`src/rtl/arb_pkg.sv`:
```
// Shared types and helpers for the 4-way round-robin arbiter.
// MSB-first convention throughout: requester k lives at bit [3-k].
package arb_pkg;

  localparam int N_REQ = 4;

  typedef enum logic {IDLE, BUSY} state_t;

  function automatic logic [N_REQ-1:0] idx2onehot(input logic [1:0] idx);
    return 4'b1000 >> idx;
  endfunction

  // Returns {found, idx}; searches last_ptr+1 .. last_ptr+4 (mod 4), nearest wins.
  function automatic logic [2:0] rr_pick(input logic [N_REQ-1:0] req,
                                         input logic [1:0]       last_ptr);
    logic [2:0] res;
    logic [1:0] cand;
    res = 3'b000;
    for (int i = N_REQ; i >= 1; i--) begin
      cand = last_ptr + 2'(i);
      if (req[2'd3 - cand]) res = {1'b1, cand};
    end
    return res;
  endfunction

endpackage

```
`src/rtl/rr_arbiter4_if.sv`:
```
// Request/grant bundle between the requesters and the arbiter.
// master = requester side, slave = arbiter side.
interface rr_arbiter4_if;
  import arb_pkg::*;

  logic [N_REQ-1:0] req;
  logic             done;
  logic [N_REQ-1:0] grant;
  logic [1:0]       grant_idx;
  logic             grant_valid;
  logic             timeout;

  modport master (output req, done,
                  input  grant, grant_idx, grant_valid, timeout);
  modport slave  (input  req, done,
                  output grant, grant_idx, grant_valid, timeout);
endinterface

```
`src/rtl/onehot_dec2to4.sv`:
```
// Combinational 2-bit index to MSB-first one-hot (0 -> 4'b1000 .. 3 -> 4'b0001).
// Zero latency, no flow control.
module onehot_dec2to4
  import arb_pkg::*;
(
  input  logic [1:0]       idx,
  output logic [N_REQ-1:0] onehot
);
  assign onehot = idx2onehot(idx);
endmodule

```
`src/rtl/rr_arbiter4.sv`:
```
// Round-robin 4-way arbiter: one-cycle grant latency, grant held until done, withdrawal or hold limit.
// No backpressure; at least one idle cycle between owners, all outputs registered.
module rr_arbiter4
  import arb_pkg::*;
#(
  parameter int MAX_HOLD = 16
)
(
  input  logic         clk,
  input  logic         rst_n,
  rr_arbiter4_if.slave bus
);
  localparam int HOLD_W = $clog2(MAX_HOLD);
  localparam logic [HOLD_W-1:0] HOLD_LAST = HOLD_W'(MAX_HOLD - 1);

  state_t           state;
  logic [1:0]       last_ptr;
  logic [HOLD_W-1:0] hold_cnt;
  logic [N_REQ-1:0] grant_q;
  logic [1:0]       idx_q;
  logic             valid_q;
  logic             timeout_q;

  logic             pick_found;
  logic [1:0]       pick_idx;
  logic [N_REQ-1:0] pick_oh;
  logic             owner_req;

  assign {pick_found, pick_idx} = rr_pick(bus.req, last_ptr);

  onehot_dec2to4 u_dec (
    .idx    (pick_idx),
    .onehot (pick_oh)
  );

  // grant_q is one-hot on the owner, so masking req with it isolates the owner's bit.
  assign owner_req = |(bus.req & grant_q);

  always_ff @(posedge clk or negedge rst_n) begin
    if (!rst_n) begin
      state     <= IDLE;
      last_ptr  <= 2'd3;
      hold_cnt  <= '0;
      grant_q   <= '0;
      idx_q     <= 2'd0;
      valid_q   <= 1'b0;
      timeout_q <= 1'b0;
    end else begin
      timeout_q <= 1'b0;
      case (state)
        IDLE: begin
          if (pick_found) begin
            state    <= BUSY;
            grant_q  <= pick_oh;
            idx_q    <= pick_idx;
            valid_q  <= 1'b1;
            last_ptr <= pick_idx;
            hold_cnt <= '0;
          end
        end
        BUSY: begin
          if (bus.done || !owner_req || hold_cnt == HOLD_LAST) begin
            state     <= IDLE;
            grant_q   <= '0;
            idx_q     <= 2'd0;
            valid_q   <= 1'b0;
            hold_cnt  <= '0;
            timeout_q <= !bus.done && owner_req;
          end else begin
            hold_cnt <= hold_cnt + HOLD_W'(1);
          end
        end
        default: state <= IDLE;
      endcase
    end
  end

  assign bus.grant       = grant_q;
  assign bus.grant_idx   = idx_q;
  assign bus.grant_valid = valid_q;
  assign bus.timeout     = timeout_q;

endmodule

```
`src/flat_wrapper.sv`:
```
// flat-port wrapper written by rule: the top's interface ports become plain ports
module rr_arbiter4_flat import arb_pkg::*;
#(
  parameter int MAX_HOLD = 16
)
  (clk, rst_n, bus_req, bus_done, bus_grant, bus_grant_idx, bus_grant_valid, bus_timeout);
  rr_arbiter4_if bus_i ();
  input  logic clk;
  input  logic rst_n;
  input wire logic [$bits(bus_i.req)-1:0] bus_req;
  input wire logic [$bits(bus_i.done)-1:0] bus_done;
  output wire logic [$bits(bus_i.grant)-1:0] bus_grant;
  output wire logic [$bits(bus_i.grant_idx)-1:0] bus_grant_idx;
  output wire logic [$bits(bus_i.grant_valid)-1:0] bus_grant_valid;
  output wire logic [$bits(bus_i.timeout)-1:0] bus_timeout;
  assign bus_i.req = bus_req;
  assign bus_i.done = bus_done;
  assign bus_grant = bus_i.grant;
  assign bus_grant_idx = bus_i.grant_idx;
  assign bus_grant_valid = bus_i.grant_valid;
  assign bus_timeout = bus_i.timeout;
  rr_arbiter4 #(.MAX_HOLD(MAX_HOLD)) u_core (.clk(clk), .rst_n(rst_n), .bus(bus_i));
endmodule
```
`config.mk`:
```
export PLATFORM = sky130hd
export DESIGN_NAME = rr_arbiter4_flat
export DESIGN_NICKNAME = d
export VERILOG_FILES = /design/src/rtl/arb_pkg.sv /design/src/rtl/rr_arbiter4_if.sv /design/src/rtl/onehot_dec2to4.sv /design/src/rtl/rr_arbiter4.sv /design/src/flat_wrapper.sv
export SDC_FILE = /design/constraint.sdc
export NUM_CORES = 1
export LEC_CHECK = 0
export ABC_AREA = 1
export CORE_UTILIZATION = 30
export CTS_CLUSTER_DIAMETER = 200
export CTS_CLUSTER_SIZE = 25
export DETAILED_ROUTE_END_ITERATION = 8
export PLACE_DENSITY = 0.55
export SLEW_MARGIN = 10
export SYNTH_ARGS = -nofsm -noshare
export SYNTH_HDL_FRONTEND = slang
export SYNTH_SLANG_ARGS = --single-unit
export TNS_END_PERCENT = 50
```
`constraint.sdc`:
```
create_clock -name clk -period 2.8 [get_ports clk]
set_clock_uncertainty 0.1 [all_clocks]
set_input_delay 0.42 -clock clk [delete_from_list [all_inputs] [get_ports clk]]
set_output_delay 0.42 -clock clk [all_outputs]
set_load 0.01 [all_outputs]
```
### After elaboration in Yosys (flattened, before gate mapping)

Cells that the tools add are included.
Widths: inputs -> output; s select.

| word-level totals | value |
|---|---|
| flip-flop bits (word level) | 15 |
| input bits | 7 |
| output and inout bits | 8 |
| logic and storage cells | 62 |

| cells by class | value |
|---|---|
| add/sub/neg operators | 8 |
| magnitude comparators | 4 |
| eq/ne operators | 3 |
| shifts and indexed selects | 1 |
| muxes and demuxes | 29 |
| bitwise logic cells | 2 |
| reduce and logical (&&, ||, !) cells | 8 |

Operators with widths:

| cell | number |
|---|---|
| $mux 4 | 4 |
| $pmux 4 s2 | 2 |
| $lt 2x3->1 const B | 4 |
| $mux 3 | 4 |
| $mux 1 | 10 |
| $bmux 1 s2 | 4 |
| $sub 2x2->2 const A | 4 |
| $add 2x2->2 const B | 2 |
| $add 4x1->4 const B | 1 |
| $and 4x4->4 | 1 |
| $eq 4x4->1 const B | 1 |
| $mux 2 | 2 |
| $pmux 1 s2 | 2 |
| $pmux 2 s2 | 1 |
| $reduce_and 2->1 | 2 |
| $reduce_or 4->1 | 1 |
| $shr 4x2->4 const A | 1 |
| $add 2x1->2 const B | 1 |
| $logic_not 1->1 | 2 |
| $logic_or 1x1->1 | 2 |
| $ne 2x1->1 const B | 1 |
| $ne 2x2->1 const B | 1 |
| $logic_and 1x1->1 | 1 |
| $not 1->1 | 1 |

### Depth between registers and ports, before layout

Gate-level depths: netlist (run 1).

| logic depth | value |
|---|---|
| depth in word-level cells | 10 |
| mapped depth | 11 |
| depth with buffers taken out | 11 |

### By module

Synthesis (run 1) repeated with hierarchy kept, for this count alone.

| unflattened totals | value |
|---|---|
| cell total of the unflattened synthesis | 125 |
| area total of the unflattened synthesis | 922.1 sq um |

By module, submodules not included:

| module | instances | cells an instance | area an instance (sq um) | sequential area each (sq um) |
|---|---|---|---|---|
| rr_arbiter4 | 1 | 118 | 895.9 | 377.9 |
| onehot_dec2to4 | 1 | 7 | 26.3 | 0.0 |

### Worst setup path before layout (run 1)

No wires, ideal clock.

| timing path | value |
|---|---|
| path kind | flip-flop to flip-flop |
| start | register u_core.last_ptr[0] |
| end | register u_core.grant_q[1] (netlist: u_core.bus.grant[1]) |
| setup time | 0.076 ns |
| data arrival time | 1.332 ns |
| required time | 2.624 ns |
| path slack | 1.291 ns |
| cell stages (with the launch flop) | 10 |
| path buffers | 1 |
| clock period less this slack | 1.509 ns |
| cell sequence | dfstp_2 -> buf_6 -> nand2_1 -> nand3_1 -> nand2_4 -> nor2_4 -> nand3_4 -> nand2_4 -> nand3_1 -> o21ai_1 |

| on the way | value |
|---|---|
| cells in the longest elaborated chain, start to end | 10 |
| elaborated cells on any way between the ends | 24 |
| those cells by class | add/sub: 7; eq/ne: 1; shift: 1; mux: 14; reduce/logical: 1 |

RTL lines:

| element | RTL line | text |
|---|---|---|
| start: declaration | rr_arbiter4.sv:17 | `logic [1:0] last_ptr;` |
| start signal: assignment | rr_arbiter4.sv:57 | `last_ptr <= pick_idx;` |
| $add 2x2->2 or $sub 2x2->2 (tied branches) | arb_pkg.sv:20, arb_pkg.sv:21 |  |
| $sub 2x2->2 or $bmux 1 s2 (tied branches) | arb_pkg.sv:21 | `if (req[2'd3 - cand]) res = {1'b1, cand};` |
| $bmux 1 s2 or $mux 1 (tied branches) | arb_pkg.sv:21 |  |
| $mux 1 (not written as such) or $mux 3 (tied branches) | arb_pkg.sv:21 |  |
| $mux 3 (2 in a row) | arb_pkg.sv:21 |  |
| $mux 3 * | arb_pkg.sv:21 |  |
| $shr 4x2->4 | arb_pkg.sv:10 | `return 4'b1000 >> idx;` |
| $mux 4 | rr_arbiter4.sv:52 | `if (pick_found) begin` |
| $pmux 4 s2 | rr_arbiter4.sv:50 | `case (state)` |
| end signal: assignment | rr_arbiter4.sv:54 | `grant_q <= pick_oh;` |
| end: declaration | rr_arbiter4.sv:19 | `logic [N_REQ-1:0] grant_q;` |

Mark *: on every way between the ends. The rest lies on a longest branch, timed or not. The select of a mux whose other input is x is not followed.
A chain may end at the register's enable or synchronous reset.

### Worst setup path after layout (run 1)

| timing path | value |
|---|---|
| start | register u_core.last_ptr[0] |
| end | register u_core.idx_q[0] (netlist: u_core.bus.grant_idx[0]) |

| on the way | value |
|---|---|
| cells in the longest elaborated chain, start to end | 9 |
| elaborated cells on any way between the ends | 23 |
| those cells by class | add/sub: 7; eq/ne: 1; mux: 14; reduce/logical: 1 |

RTL lines:

| element | RTL line | text |
|---|---|---|
| $add 2x2->2 or $sub 2x2->2 (tied branches) | arb_pkg.sv:20, arb_pkg.sv:21 |  |
| $sub 2x2->2 or $bmux 1 s2 (tied branches) | arb_pkg.sv:21 |  |
| $bmux 1 s2 or $mux 1 (tied branches) | arb_pkg.sv:21 |  |
| $mux 1 (not written as such) or $mux 3 (tied branches) | arb_pkg.sv:21 |  |
| $mux 3 (2 in a row) | arb_pkg.sv:21 |  |
| $mux 3 * | arb_pkg.sv:21 |  |
| $mux 2 or $ne 2x1->1 (tied branches) | -- |  |
| $pmux 2 s2 or $reduce_and 2->1 (tied branches) | -- |  |
| end signal: assignment | rr_arbiter4.sv:55 | `idx_q <= pick_idx;` |
| end: declaration | rr_arbiter4.sv:20 | `logic [1:0] idx_q;` |

Marks and branches as above.

==> out/metrics.yaml, run 1 <==
pwr:
  leakagePower_nw: 0.5858
  power_density_nw_per_um2: 1085
  irDropWorstVdd_mv: 0.4265
floorplan:
  start_util_pct: 32.63
  die_x_um: 57.71
  dieArea_um2: 3330
  die-height_um: 57.71
  core_area_um2: 2853
  io_pins: 15
  fp-row-count: 19
setup_path:
  setup.worst_path.start_class: "register"
  required_ps: 2870
  cp-end-kind: "register"
  critPathMaxFanout: 11
  r2r_slack_ps: 970
  path_class: "register to register"
  worstPathArrival_ps: 1900
logic_synthesis:
  synth_cell_types: 21
  yosysWarnings: 0
  synth.avg_cell_area_um2: 7.330
  seq_area_frac_synth_pct: 40.59
  synth_nets: 135
  ys_ff_latch: 15
  synth_cells: 127
  syn_area_um2: 930.9
clock_tree:
  cts_buffer_depth: 2
  cts_num_sinks: 15
  clock-root-buffer: "clkbuf_4"
  cts_tree: "done"
  clk_pin_slew_ps: 80
  clock_latency_ps: 280
  cts.htree.levels: 1
  cts_buffers: 3
  cts_setup_buffers: 0
  cts_hold_buffers: 0
  ctsResizeCount: 0
layout:
  area_growth_pct: 20.83
  antennaDiodeCount: 0
  seq_area_um2: 377.9
  fin_cells: 175
  final.fill_count: 316
  final_nets: 153
  multiInputGateArea_um2: 488.0
  drive_gt1_share_pct: 17.36
timing:
  rsz0062_at_grt: "no"
  relSlewSlack_pct: 55.27
  finalHoldViolations: 0
  period_minus_slack_ps: 1827
  fmax_ghz: 0.5475
  slew_viol_final: 0
  setup_viol: 0
  setup_tns_ps: 0
  tightest_slew_ps: 668.8
  fin_crit_sh_pct: 65.23
min_path:
  hp-class: "register to register"
global_route:
  track_usage_pct: 13.24
  grt_pass1_vias: 818
  grt_overflow: 0
  grt_max_degree: 16
  grt_pass1_wl_mm: 3.394
  grt_antenna_before_repair: 0
routing:
  drc_errors: 0
  postRouteAntennaNets: 0
  routed_wl_mm: 1.959
  vias: 860
  vias_per_cell: 4.914
  drt-initial-drc-count: 35
  wl_per_cell_um: 11.19
  drt-pass1-iter-count: 4
status:
  status: "finished, final reports clean"
place:
  place_congestion: 0.8726
  io_buffer_count: 14
  hpwl_mm: 1.517
  dp.cells: 171
job:
  drv_cap: 0
-- synth_stat cells --
master	number	area share (%)
dfrtp_1	13	35
o21ai_0	1	0.54
a21oi_1	1	0.54
nand4_1	2	1.3
nand3_1	21	11
xor2_1	1	0.94
dfstp_2	2	5.6
nand3_4	1	1.9
nor2_1	2	0.81
nand2_4	2	2.4
ha_1	1	1.3
nor2_4	2	2.4
inv_1	9	3.6
nor3_1	1	0.54
nand2_1	48	19
clkinv_2	1	0.54
buf_6	1	1.2
nand2_2	11	7.4
inv_2	3	1.2
clkinv_1	1	0.40
o21ai_1	3	1.6
-- metal layers --
layer	routed length (µm)	GRT usage (%)	vias up
li1	-	-	437
met4	18	8.163	0
met1	944	16.53	400
met5	0	0	-
met2	908	21.93	21
met3	87	1.563	2
-- cell usage in the layout, fill, tap and decap left out, types with 2 or more instances in the layout --
cell             netlist  final
clkbuf_4               0      3
clkdlybuf4s50_1        0     14
dfrtp_1               13     13
dfstp_2                2      2
inv_1                  9      9
inv_2                  3      3
nand2_1               48     48
nand2_2               11     11
nand2_4                2      2
nand3_1               21     21
nand4_1                2      2
nor2_1                 2      2
nor2_4                 2      2
o21ai_1                3      3
-- registers in the layout, indices dropped and copies added, names as in the netlist --
signal,cells
u_core.bus.timeout,1
u_core.bus.grant_valid,1
u_core.state,1
u_core.hold_cnt,4
u_core.last_ptr,2
u_core.bus.grant_idx,2
u_core.bus.grant,4
-- worst max-delay path, cell delays in order (launching register included) --
cell and delay (ps):
dfstp_2 660, inv_2 120, nand2_1 120, nand3_1 110, nand2_1 110, clkinv_2 80
nand2_1 80, nand2_1 50, nand2_1 60, nand2_2 80, nand2_1 90, nand2_1 60
-- cell families (layout without fill, tap and decap cells) --
kind of cell             Yosys count  count (layout)  synth area share, %
AO/OA/AOI/OAI                      5               5                2.687
XOR/XNOR                           1               1               0.9410
flip-flops                        15              15                40.59
AND/OR/NAND/NOR                   90              90                47.45
adder cells (fa/ha/maj)            1               1                1.344
buffers and inverters             15              32                6.988
-- power by group --
| part | internal, mW | leakage, nW | switching, mW |
|---|---|---|---|
| Combinational | 0.265 | 0.380 | 0.448 |
| Clock | 0.0552 | 0.0150 | 0.0678 |
| Sequential | 0.299 | 0.191 | 0.0857 |
| Total | 0.619 | 0.586 | 0.601 |
-- stage by stage --
stage / hold slack (ps) / instance area (µm²) / util [%] / power, mW / setup WS [ps]
after CTS: 388.6 / 1125 / 39.43 / 1.234 / 1003
after global routing: 404.4 / 1125 / 39.43 / 1.338 / 866.6
after detailed placement: 361.6 / 1099 / 38.51 / 1.102 / 781.3
after floorplan: 24.41 / 930.9 / - / 0.9183 / 1291
final: 383.7 / 1125 / 39.43 / 1.220 / 973.5
after global placement: 359.1 / 1099 / 38.51 / 1.105 / 773.3
-- final timing paths --
path	from	end	cells after the start
worst max register to register	u_core.last_ptr[0]	u_core.bus.grant_idx[0]	11
worst min-delay path	u_core.bus.grant_valid	u_core.bus.grant_valid	2
worst max-delay path	u_core.last_ptr[0]	u_core.bus.grant_idx[0]	11
max in group asynchronous	rst_n	u_core.bus.grant[1]	1
worst min register to register	u_core.bus.grant_valid	u_core.bus.grant_valid	2
min in group asynchronous	rst_n	u_core.hold_cnt[1]	1
-- final cells by class --
class                           instances  share of cell area [%]
Clock buffer                            4                   2.336
Sequential cell                        15                   33.59
Inverter                               14                   4.783
Multi-Input combinational cell         97                   43.38
Timing Repair Buffer                   14                   12.46
Tap cell                               31                   3.448
(Power assumes the default switching activity.)
==> inputs of run 2 (changes only) <==
--- a/config.mk
+++ b/config.mk
@@ -10,7 +10,7 @@
 export CTS_CLUSTER_DIAMETER = 200
 export CTS_CLUSTER_SIZE = 25
 export DETAILED_ROUTE_END_ITERATION = 8
-export PLACE_DENSITY = 0.55
+export PLACE_DENSITY = 0.57
 export SLEW_MARGIN = 10
 export SYNTH_ARGS = -nofsm -noshare
 export SYNTH_HDL_FRONTEND = slang
==> constraint.sdc (replaced) <==
create_clock -name clk -period 1.55 [get_ports clk]
set_clock_uncertainty 0.1 [all_clocks]
set_input_delay 0.2325 -clock clk [delete_from_list [all_inputs] [get_ports clk]]
set_output_delay 0.2325 -clock clk [all_outputs]
set_load 0.01 [all_outputs]
==> run 2 against run 1 <==
  * The run now ends with negative setup slack left
  * Final cell count up 5.7%
  * Combinational power up 110%
  * Hold slack worse by 250 ps
  * Global-route usage rose by 1.9 points
  * Wire length grew 13%
  * Sequential power is 75% higher
  * Clock power is 90% higher
  * Maximum frequency up 6.0%
  * Register-to-register slack worse by 1100 ps
  * Power rose by 99%
  * Largest cell class unchanged
  * Largest power group unchanged
  * Highest routed layer unchanged
==> out/metrics.yaml, run 2 (synthesized netlist as in run 1, its figures left out) <==
layout:
  antennaDiodeCount: 0  # unchanged
  final_nets: 163  # +6.5%
  most-common-layout-cells: "nand2_1, nand2_2, nand3_1, dfrtp_1, inv_1"
  final_core_util_pct: 43.86  # +4.4 points
  area_growth_pct: 34.41
  drive_gt1_share_pct: 31.17  # +14 points
  final_common_cell: "nand2_1"
  final.fill_count: 308  # -2.5%
  stdcell_area_um2: 1251  # +11%
  fin_cells: 185  # +5.7%
setup_path:
  cp-end-kind: "register"
  critPathMaxFanout: 8  # -3
  worstPathArrival_ps: 1810  # -90 ps
  reg2reg_from: "u_core.last_ptr[0]"
  setup.worst_path.start_class: "register"
  path_class: "register to register"
  critPathLaunch: "u_core.last_ptr[0]"
  required_ps: 1640  # -1230 ps
routing:
  drc_errors: 0  # unchanged
  drt-pass1-iter-count: 4  # unchanged
  vias_per_cell: 4.989  # +1.5%
  postRouteAntennaNets: 0  # unchanged
  routed_wl_mm: 2.214  # +13%
  drt-initial-drc-count: 36  # +2.9%
  vias: 923  # +7.3%
  wl_per_cell_um: 11.97  # +6.9%
clock_tree:
  cts.htree.levels: 1  # unchanged
  clock_latency_ps: 290  # about the same
  clock-root-buffer: "clkbuf_4"
  clk_pin_slew_ps: 100  # +20 ps
  cts_buffer_depth: 2  # unchanged
  cts_tree: "done"
  cts_num_sinks: 15  # unchanged
  cts_hold_buffers: 0  # unchanged
  cts_buffers: 3  # unchanged
place:
  placed_cell_area_um2: 1159  # +5.5%
  io_buffer_count: 14  # unchanged
  hpwl_mm: 1.534  # +1.1%
  place_congestion: 0.8632  # -1.1%
  dp.cells: 179  # +4.7%
floorplan:
  io_pins: 15  # unchanged
  dieArea_um2: 3330  # unchanged
  die-height_um: 57.71  # unchanged
  fp-row-count: 19  # unchanged
  core_area_um2: 2853  # unchanged
  start_util_pct: 32.63  # unchanged
  die_x_um: 57.71  # unchanged
global_route:
  grt_antenna_before_repair: 0  # unchanged
  grt_pass1_wl_mm: 3.870  # +14%
  grt_pass1_vias: 927  # +13%
  track_usage_pct: 15.16  # +1.9 points
  grt_overflow: 0  # unchanged
  grt_max_degree: 16  # unchanged
status:
  violations: "negative setup slack"
  status: "finished with violations"
timing:
  slew_viol_final: 0  # unchanged
  fmax_ghz: 0.5806  # +6.0%
  worst_slack_ps: -172.5  # -1146 ps
  finalHoldViolations: 0  # unchanged
  rsz0062_at_grt: "yes"
  period_minus_slack_ps: 1722  # -104.1 ps
  fin_crit_sh_pct: 111.1  # +46 points
  relSlewSlack_pct: 78.25  # +23 points
  tightest_slew_ps: 324.3  # -344.6 ps
  setup_viol: 14  # +14
  setup_tns_ps: -2083  # -2083 ps
pwr:
  leakagePower_nw: 0.6893  # +18%
  irDropWorstVdd_mv: 1.012  # +140%
  finalPower_mw: 2.432  # +99%
  power_density_nw_per_um2: 1944  # +79%
job:
  drv_cap: 0  # unchanged
min_path:
  hp-class: "primary input to asynchronous set/reset pin"
==> run 2: changes by cell type in the layout (fill, tap and decap cells not counted), sizes merged <==
| cell | change |
|---|---|
| clkbuf | -1 |
| dlymetal6s2s | +3 |
| clkinv | +1 |
| dlygate4sd2 | +4 |
| clkdlybuf4s50 | -7 |
| nand2 | +1 |
| buf | +9 |
==> run 2: worst paths after layout <==
| kind | endpoint | slack (ps) | depth (start not counted) |
|---|---|---|---|
| max | u_core.bus.grant_idx[0] | -170 | 10 |
| min | u_core.bus.grant_valid | 140 | 2 |
| max reg2reg | u_core.bus.grant_idx[0] | -170 | 10 |
| min reg2reg | u_core.bus.grant_valid | 390 | 2 |
| max in group asynchronous | u_core.last_ptr[0] | 970 | 2 |
| min in group clk | u_core.bus.grant_valid | 390 | 2 |
==> run 2: worst max-delay path, stage by stage (launching register included) <==
cell     delay [ps]
dfstp_2         660
buf_4           150
nand2_2          50
nand2_2         100
nand2_2          70
nand2_2         100
nand2_1          70
nand3_1          80
nand2_2          90
nand2_1          90
nand2_1          70
==> run 2: area by class of cell <==
type                    instances  area, µm²  area share, %
flip-flops and latches         15      377.9          30.20
well taps                      31      38.79          3.100
clock buffers                   3      22.52          1.800
multi-input cells              98      536.8          42.90
clock inverters                 1      5.005         0.4000
repair buffers                 23      214.0          17.10
inverters                      14      56.30          4.500
==> run 2: metrics by stage <==
step                      hold slack [ps]  worst slack (ps)
after floorplan                    -163.1             41.35
after global placement              361.3            -233.8
after detailed placement            362.2            -274.0
after CTS                           146.0            -139.6
after global routing                158.9            -273.0
final                               137.9            -172.5
==> run 2: what timing repair did <==
item / CTS / global route
cloned: 1 / 0
pin swaps: 1 / 1
endpoints found under the hold margin: 0 / 0
gates resized for setup: 11 / 10
setup buffers: 1 / 0
setup endpoints to repair: 18 / 17
==> run 2: power by group <==
| part | leakage (nW) | switching (mW) | internal, mW |
|---|---|---|---|
| Sequential | 0.191 | 0.131 | 0.540 |
| Combinational | 0.480 | 0.947 | 0.581 |
| Clock | 0.0177 | 0.138 | 0.0960 |
| Total | 0.689 | 1.22 | 1.22 |
==> run 2: layer usage <==
layer | vias up | routed length, µm | track usage, %
met3 | 6 | 102 | 2.232
met4 | 0 | 63 | 9.864
met5 | - | 0 | 0
li1 | 460 | - | -
met2 | 24 | 1082 | 26.08
met1 | 433 | 966 | 17.61
